`src/rtl/sdram_pkg.sv`:
```
// Shared SDRAM definitions: command codes, init-sequencer states and a
// small helper for sizing the init timer.
package sdram_pkg;

  typedef enum logic [3:0] {
    CMD_NOP   = 4'd0,
    CMD_ACT   = 4'd1,
    CMD_READ  = 4'd2,
    CMD_WRITE = 4'd3,
    CMD_PALL  = 4'd4,
    CMD_REF   = 4'd5,
    CMD_MRS   = 4'd6
  } sdram_cmd_e;

  typedef enum logic [2:0] {
    ST_POWERUP,
    ST_PALL_REQ,
    ST_PALL_WAIT,
    ST_REF,
    ST_REF_WAIT,
    ST_MRS,
    ST_MRS_WAIT,
    ST_DONE
  } init_state_e;

  localparam int MODE_ADDR_W = 13;

  function automatic int max3(input int a, input int b, input int c);
    int m;
    m = (a > b) ? a : b;
    return (m > c) ? m : c;
  endfunction

endpackage

```
`src/rtl/sdram_init_seq_if.sv`:
```
// Handshake and command bundle between the init sequencer (master) and the
// precharge sequencer / SDRAM command mux (slave).
interface sdram_init_seq_if;
  import sdram_pkg::*;

  logic                   reinit;
  logic                   pall_done;
  logic                   pall_start;
  sdram_cmd_e             command;
  logic [MODE_ADDR_W-1:0] mode_addr;
  logic                   init_done;

  modport master (
    input  reinit,
    input  pall_done,
    output pall_start,
    output command,
    output mode_addr,
    output init_done
  );

  modport slave (
    output reinit,
    output pall_done,
    input  pall_start,
    input  command,
    input  mode_addr,
    input  init_done
  );

endinterface

```
`src/rtl/sdram_init_seq_timer.sv`:
```
// Loadable down-counter shared by all timed init states; stops at zero and
// flags the cycle on which the count is 1.
module init_timer #(
  parameter int WIDTH = 8
) (
  input  logic             clk,
  input  logic             load_i,
  input  logic [WIDTH-1:0] load_value_i,
  output logic             one_o
);

  logic [WIDTH-1:0] count_q, count_d;

  always_comb begin
    count_d = count_q;
    if (load_i) begin
      count_d = load_value_i;
    end else if (count_q != '0) begin
      count_d = count_q - WIDTH'(1);
    end
  end

  always_ff @(posedge clk) begin
    count_q <= count_d;
  end

  assign one_o = (count_q == WIDTH'(1));

endmodule

```
`src/rtl/sdram_init_seq.sv`:
```
// SDRAM power-up initialization sequencer: NOP wait, precharge-all, N
// auto-refreshes, mode register set, then DONE until a reinit request.
//
// state        | meaning
// POWERUP      | NOP wait after reset, POWERUP_CYCLES long
// PALL_REQ     | one-cycle start pulse to the precharge-all sequencer
// PALL_WAIT    | wait for pall_done
// REF          | issue one auto-refresh
// REF_WAIT     | tRFC spacing, then next REF or MRS
// MRS          | issue mode register set with MODE_VALUE
// MRS_WAIT     | tMRD spacing before DONE
// DONE         | init_done high; reinit restarts at PALL_REQ
module sdram_init_seq
  import sdram_pkg::*;
#(
  parameter int                     POWERUP_CYCLES = 20000,
  parameter int                     TRFC_CYCLES    = 7,
  parameter int                     TMRD_CYCLES    = 2,
  parameter int                     NUM_REFRESH    = 8,
  parameter logic [MODE_ADDR_W-1:0] MODE_VALUE     = 13'h033
) (
  input logic              clk,
  input logic              n_rst,
  sdram_init_seq_if.master bus
);

  // Sized for the longest load so short power-up values stay legal.
  localparam int MAX_LOAD = max3(POWERUP_CYCLES, TRFC_CYCLES - 1, TMRD_CYCLES - 1);
  localparam int TW       = $clog2(MAX_LOAD + 1);

  if (POWERUP_CYCLES < 1) begin : g_bad_powerup
    $error("POWERUP_CYCLES must be >= 1");
  end
  if (TRFC_CYCLES < 2) begin : g_bad_trfc
    $error("TRFC_CYCLES must be >= 2");
  end
  if (TMRD_CYCLES < 2) begin : g_bad_tmrd
    $error("TMRD_CYCLES must be >= 2");
  end
  if (NUM_REFRESH < 1 || NUM_REFRESH > 15) begin : g_bad_nref
    $error("NUM_REFRESH must be in 1..15");
  end

  init_state_e state_q, state_d;
  logic [3:0]  ref_cnt_q, ref_cnt_d;
  logic        tmr_load;
  logic [TW-1:0] tmr_value;
  logic        tmr_one;

  init_timer #(.WIDTH(TW)) u_timer (
    .clk          (clk),
    .load_i       (tmr_load),
    .load_value_i (tmr_value),
    .one_o        (tmr_one)
  );

  always_ff @(posedge clk) begin
    if (!n_rst) begin
      state_q   <= ST_POWERUP;
      ref_cnt_q <= 4'd0;
    end else begin
      state_q   <= state_d;
      ref_cnt_q <= ref_cnt_d;
    end
  end

  always_comb begin
    state_d        = state_q;
    ref_cnt_d      = ref_cnt_q;
    tmr_load       = 1'b0;
    tmr_value      = '0;
    bus.pall_start = 1'b0;
    bus.command    = CMD_NOP;
    bus.mode_addr  = '0;
    bus.init_done  = 1'b0;

    unique case (state_q)
      ST_POWERUP: begin
        if (tmr_one) state_d = ST_PALL_REQ;
      end
      ST_PALL_REQ: begin
        bus.pall_start = 1'b1;
        state_d        = ST_PALL_WAIT;
      end
      ST_PALL_WAIT: begin
        if (bus.pall_done) state_d = ST_REF;
      end
      ST_REF: begin
        bus.command = CMD_REF;
        ref_cnt_d   = ref_cnt_q + 4'd1;
        tmr_load    = 1'b1;
        tmr_value   = TW'(TRFC_CYCLES - 1);
        state_d     = ST_REF_WAIT;
      end
      ST_REF_WAIT: begin
        if (tmr_one) begin
          state_d = (ref_cnt_q < 4'(NUM_REFRESH)) ? ST_REF : ST_MRS;
        end
      end
      ST_MRS: begin
        bus.command   = CMD_MRS;
        bus.mode_addr = MODE_VALUE;
        tmr_load      = 1'b1;
        tmr_value     = TW'(TMRD_CYCLES - 1);
        state_d       = ST_MRS_WAIT;
      end
      ST_MRS_WAIT: begin
        if (tmr_one) state_d = ST_DONE;
      end
      ST_DONE: begin
        bus.init_done = 1'b1;
        if (bus.reinit) begin
          ref_cnt_d = 4'd0;
          state_d   = ST_PALL_REQ;
        end
      end
    endcase

    // Reset re-arms the power-up wait so POWERUP always runs its full length.
    if (!n_rst) begin
      tmr_load  = 1'b1;
      tmr_value = TW'(POWERUP_CYCLES);
    end
  end

endmodule
```
`src/flat_wrapper.sv`:
```
// flat-port wrapper written by rule: the top's interface ports become plain ports
module sdram_init_seq_flat import sdram_pkg::*;
#(
  parameter int                     POWERUP_CYCLES = 20000,
  parameter int                     TRFC_CYCLES    = 7,
  parameter int                     TMRD_CYCLES    = 2,
  parameter int                     NUM_REFRESH    = 8,
  parameter logic [MODE_ADDR_W-1:0] MODE_VALUE     = 13'h033
)
  (clk, n_rst, bus_reinit, bus_pall_done, bus_pall_start, bus_command, bus_mode_addr, bus_init_done);
  sdram_init_seq_if bus_i ();
  input logic clk;
  input logic n_rst;
  input wire logic [$bits(bus_i.reinit)-1:0] bus_reinit;
  input wire logic [$bits(bus_i.pall_done)-1:0] bus_pall_done;
  output wire logic [$bits(bus_i.pall_start)-1:0] bus_pall_start;
  output wire logic [$bits(bus_i.command)-1:0] bus_command;
  output wire logic [$bits(bus_i.mode_addr)-1:0] bus_mode_addr;
  output wire logic [$bits(bus_i.init_done)-1:0] bus_init_done;
  assign bus_i.reinit = bus_reinit;
  assign bus_i.pall_done = bus_pall_done;
  assign bus_pall_start = bus_i.pall_start;
  assign bus_command = bus_i.command;
  assign bus_mode_addr = bus_i.mode_addr;
  assign bus_init_done = bus_i.init_done;
  sdram_init_seq #(.POWERUP_CYCLES(POWERUP_CYCLES), .TRFC_CYCLES(TRFC_CYCLES), .TMRD_CYCLES(TMRD_CYCLES), .NUM_REFRESH(NUM_REFRESH), .MODE_VALUE(MODE_VALUE)) u_core (.clk(clk), .n_rst(n_rst), .bus(bus_i));
endmodule
```
`config.mk`:
```
export PLATFORM = sky130hd
export DESIGN_NAME = sdram_init_seq_flat
export DESIGN_NICKNAME = d
export VERILOG_FILES = /design/src/rtl/sdram_pkg.sv /design/src/rtl/sdram_init_seq_if.sv /design/src/rtl/sdram_init_seq_timer.sv /design/src/rtl/sdram_init_seq.sv /design/src/flat_wrapper.sv
export SDC_FILE = /design/constraint.sdc
export NUM_CORES = 1
export LEC_CHECK = 0
export ABC_AREA = 1
export BUFFER_PORTS_ARGS = -buffer_cell sky130_fd_sc_hd__buf_2
export CAP_MARGIN = 0
export CORE_MARGIN = 1.5
export CORE_UTILIZATION = 50
export DETAILED_ROUTE_END_ITERATION = 12
export PLACE_DENSITY = 0.71
export SETUP_SLACK_MARGIN = 0.15
export SLEW_MARGIN = 20
export SYNTH_ARGS = -nofsm -noshare
export SYNTH_HDL_FRONTEND = slang
export SYNTH_HIERARCHICAL = 1
export SYNTH_SLANG_ARGS = --single-unit
```
`constraint.sdc`:
```
create_clock -name clk -period 3 [get_ports clk]
set_clock_uncertainty 0.1 [all_clocks]
set_input_delay 0.15 -clock clk [delete_from_list [all_inputs] [get_ports clk]]
set_output_delay 0.15 -clock clk [all_outputs]
set_load 0.005 [all_outputs]
```
==> flow_metrics.env <==
export IMPL_status="finished clean"
export IMPL_overflow=0
export IMPL_post_cts_buffers=0
export IMPL_placed_area_um2=1670
export IMPL_route_vias_total=1353
export IMPL_gp_congestion=0.852
export IMPL_cts_repair_resized=0
export IMPL_wl_um=2890
export IMPL_ys_warnings_count=6
export IMPL_wl_per_cell_um=10.1
export IMPL_synthToLayoutAreaGrowth_pct=7.29
export IMPL_setup_slack_ns=0.700
export IMPL_vias_per_cell=4.73
export IMPL_yosys_top_cells_area="edfxtp_1, nand2_1, dfxtp_1"
export IMPL_grt_pass1_wl_um=4930
export IMPL_max_cap_violations=0
export IMPL_yosys_area_top_type="edfxtp_1"
export IMPL_io_pin_count=23
export IMPL_cp_data_required_time_ns=2.93
export IMPL_netlist_area_um2=1600
export IMPL_die_w_um=59.5
export IMPL_peakVddDrop_mv=0.158
export IMPL_critPathKind="reg2reg"
export IMPL_ff2ff_setup_slack_ns=0.70
export IMPL_ctsRootBufferMaster="clkbuf_4"
export IMPL_min_period_ns=2.30
export IMPL_slew_violations=0
export IMPL_min_period_over_period_pct=76.7
export IMPL_fmax_mhz=435
export IMPL_port_buffers=12
export IMPL_ctsHoldBuffers=0
export IMPL_h_tree_depth=1
export IMPL_leakage_nw=0.828
export IMPL_rsz0062_at_grt="no"
export IMPL_cp_start_kind="flop"
export IMPL_antenna_cells=0
export IMPL_ys_ff_latch=22
export IMPL_cts_tree="done"
export IMPL_clockBufferDepth=2
export IMPL_mostFrequentLayoutCell="nand2_1"
export IMPL_drtIter0Drc=84
export IMPL_stdcell_area_um2=1710
export IMPL_critPathArrivalTime_ns=2.23
export IMPL_grt_max_degree=20
export IMPL_pre_cts_slack_ns=0.699
export IMPL_netlist_instances=224
export IMPL_numCtsBuffers=3
export IMPL_core_um2=3050
export IMPL_start_util_pct=52.3
export IMPL_layout_common_cells="nand2_1, nor2_1, inv_1"
export IMPL_critPathCaptureType="flop"
export IMPL_drt_pass1_iter_count=4
export IMPL_finalHoldViolCount=0
export IMPL_cp_max_fo=19
export IMPL_nets=250
export IMPL_synth_area_per_cell_um2=7.13
export IMPL_clock_latency_ns=0.31
export IMPL_antenna_left=0
export IMPL_die_area_um2=3540
export IMPL_grt_antenna_before_repair=0
export IMPL_seq_area_frac_synth_pct=37.0
export IMPL_hp_class="in2reg"
export IMPL_power_density_nw_per_um2=401
export IMPL_std_cell_rows=20
export IMPL_drive_gt1_share_pct=17.8
export IMPL_drc=0
export IMPL_netlist_area_leader_share_pct=28.2
export IMPL_die_h_um=59.5
export IMPL_setup_viol=0
export IMPL_ys_types=27
export IMPL_grt_pass1_vias=1187
export IMPL_tns_ns=0
export IMPL_clock_sinks=22
export IMPL_grt_usage_pct=18.6
export IMPL_dp_hpwl_um=2290
export IMPL_clkTransAtPathRegs_ns=0.12
## area by class of cell
cell class	count	area [um^2]
fill	301	1340
multi-input combinational	175	843
sequential	22	591
inverter	27	101
timing repair buffer	14	75.1
tap	44	55.1
clock buffer	4	47.5
## cell families after synthesis
group,count (synthesis),share of synthesized area [%]
AO/OA/AOI/OAI,24,8.07
XOR/XNOR,1,0.549
adder cells (fa/ha/maj),3,2.35
buffers and inverters,43,13.9
flip-flops,22,37.0
other,1,0.235
AND/OR/NAND/NOR,130,37.9
## power by group
group / internal [W] / total (W) / switching, W / leakage (nW)
Combinational: 0.0000388 / 0.000116 / 0.0000767 / 0.584
Sequential: 0.000352 / 0.000379 / 0.0000272 / 0.218
Clock: 0.000102 / 0.000193 / 0.0000916 / 0.0261
## cells in the mapped netlist
cell,n
nand2_2,3
edfxtp_1,15
dfxtp_1,7
nand3_4,1
a21oi_1,10
buf_4,14
buf_2,1
o21ai_0,9
or2_1,1
inv_1,20
xor2_1,1
or2_0,1
nand3_1,19
clkinv_1,1
nor2_2,10
inv_2,6
nand3b_1,1
nor2_4,4
nand2_1,64
a31oi_1,4
nor4_1,1
buf_6,1
nand4_1,2
conb_1,1
o21ai_2,1
nor2_1,23
ha_1,3
## sequential cells by signal, indices dropped and copies added (netlist names)
signal	flops
u_core/ref_cnt_q	4
u_core/u_timer/count_q	15
u_core/state_q	3
## worst max-delay path, stage by stage (launching register included)
cell	delay [ns]
dfxtp_1	0.38
inv_1	0.08
or2_1	0.25
nor2_2	0.19
inv_2	0.05
nand3_1	0.06
buf_4	0.19
inv_2	0.15
nand3_1	0.30
buf_4	0.26
## final timing paths
kind / end / cells after the start / start
setup / recovery: u_core/u_timer/count_q[8] / 9 / u_core/state_q[0]
hold / removal: u_core/ref_cnt_q[0] / 3 / n_rst
setup reg to reg: u_core/u_timer/count_q[8] / 9 / u_core/state_q[0]
hold reg to reg: u_core/ref_cnt_q[1] / 2 / u_core/ref_cnt_q[1]
## layer usage
| metal | share of wire [%] | global-route usage, % |
|---|---|---|
| met5 | 0 | 0 |
| met1 | 47 | 24.5 |
| met3 | 3.2 | 2.62 |
| met2 | 48 | 30.9 |
| met4 | 1.7 | 6.98 |
## metrics by stage
step | hold slack, ns | instances | utilization (%) | power (W)
after floorplan | 0.184 | 240 | - | 0.000483
after global placement | 0.373 | 282 | 54.5 | 0.000501
after detailed placement | 0.378 | 282 | 54.5 | 0.000502
after CTS | 0.0266 | 286 | 56.1 | 0.000696
after global routing | 0.0199 | 286 | 56.1 | 0.000731
final | 0.0394 | 286 | 56.1 | 0.000688
No activity file was read; power rests on OpenSTA's default activity.
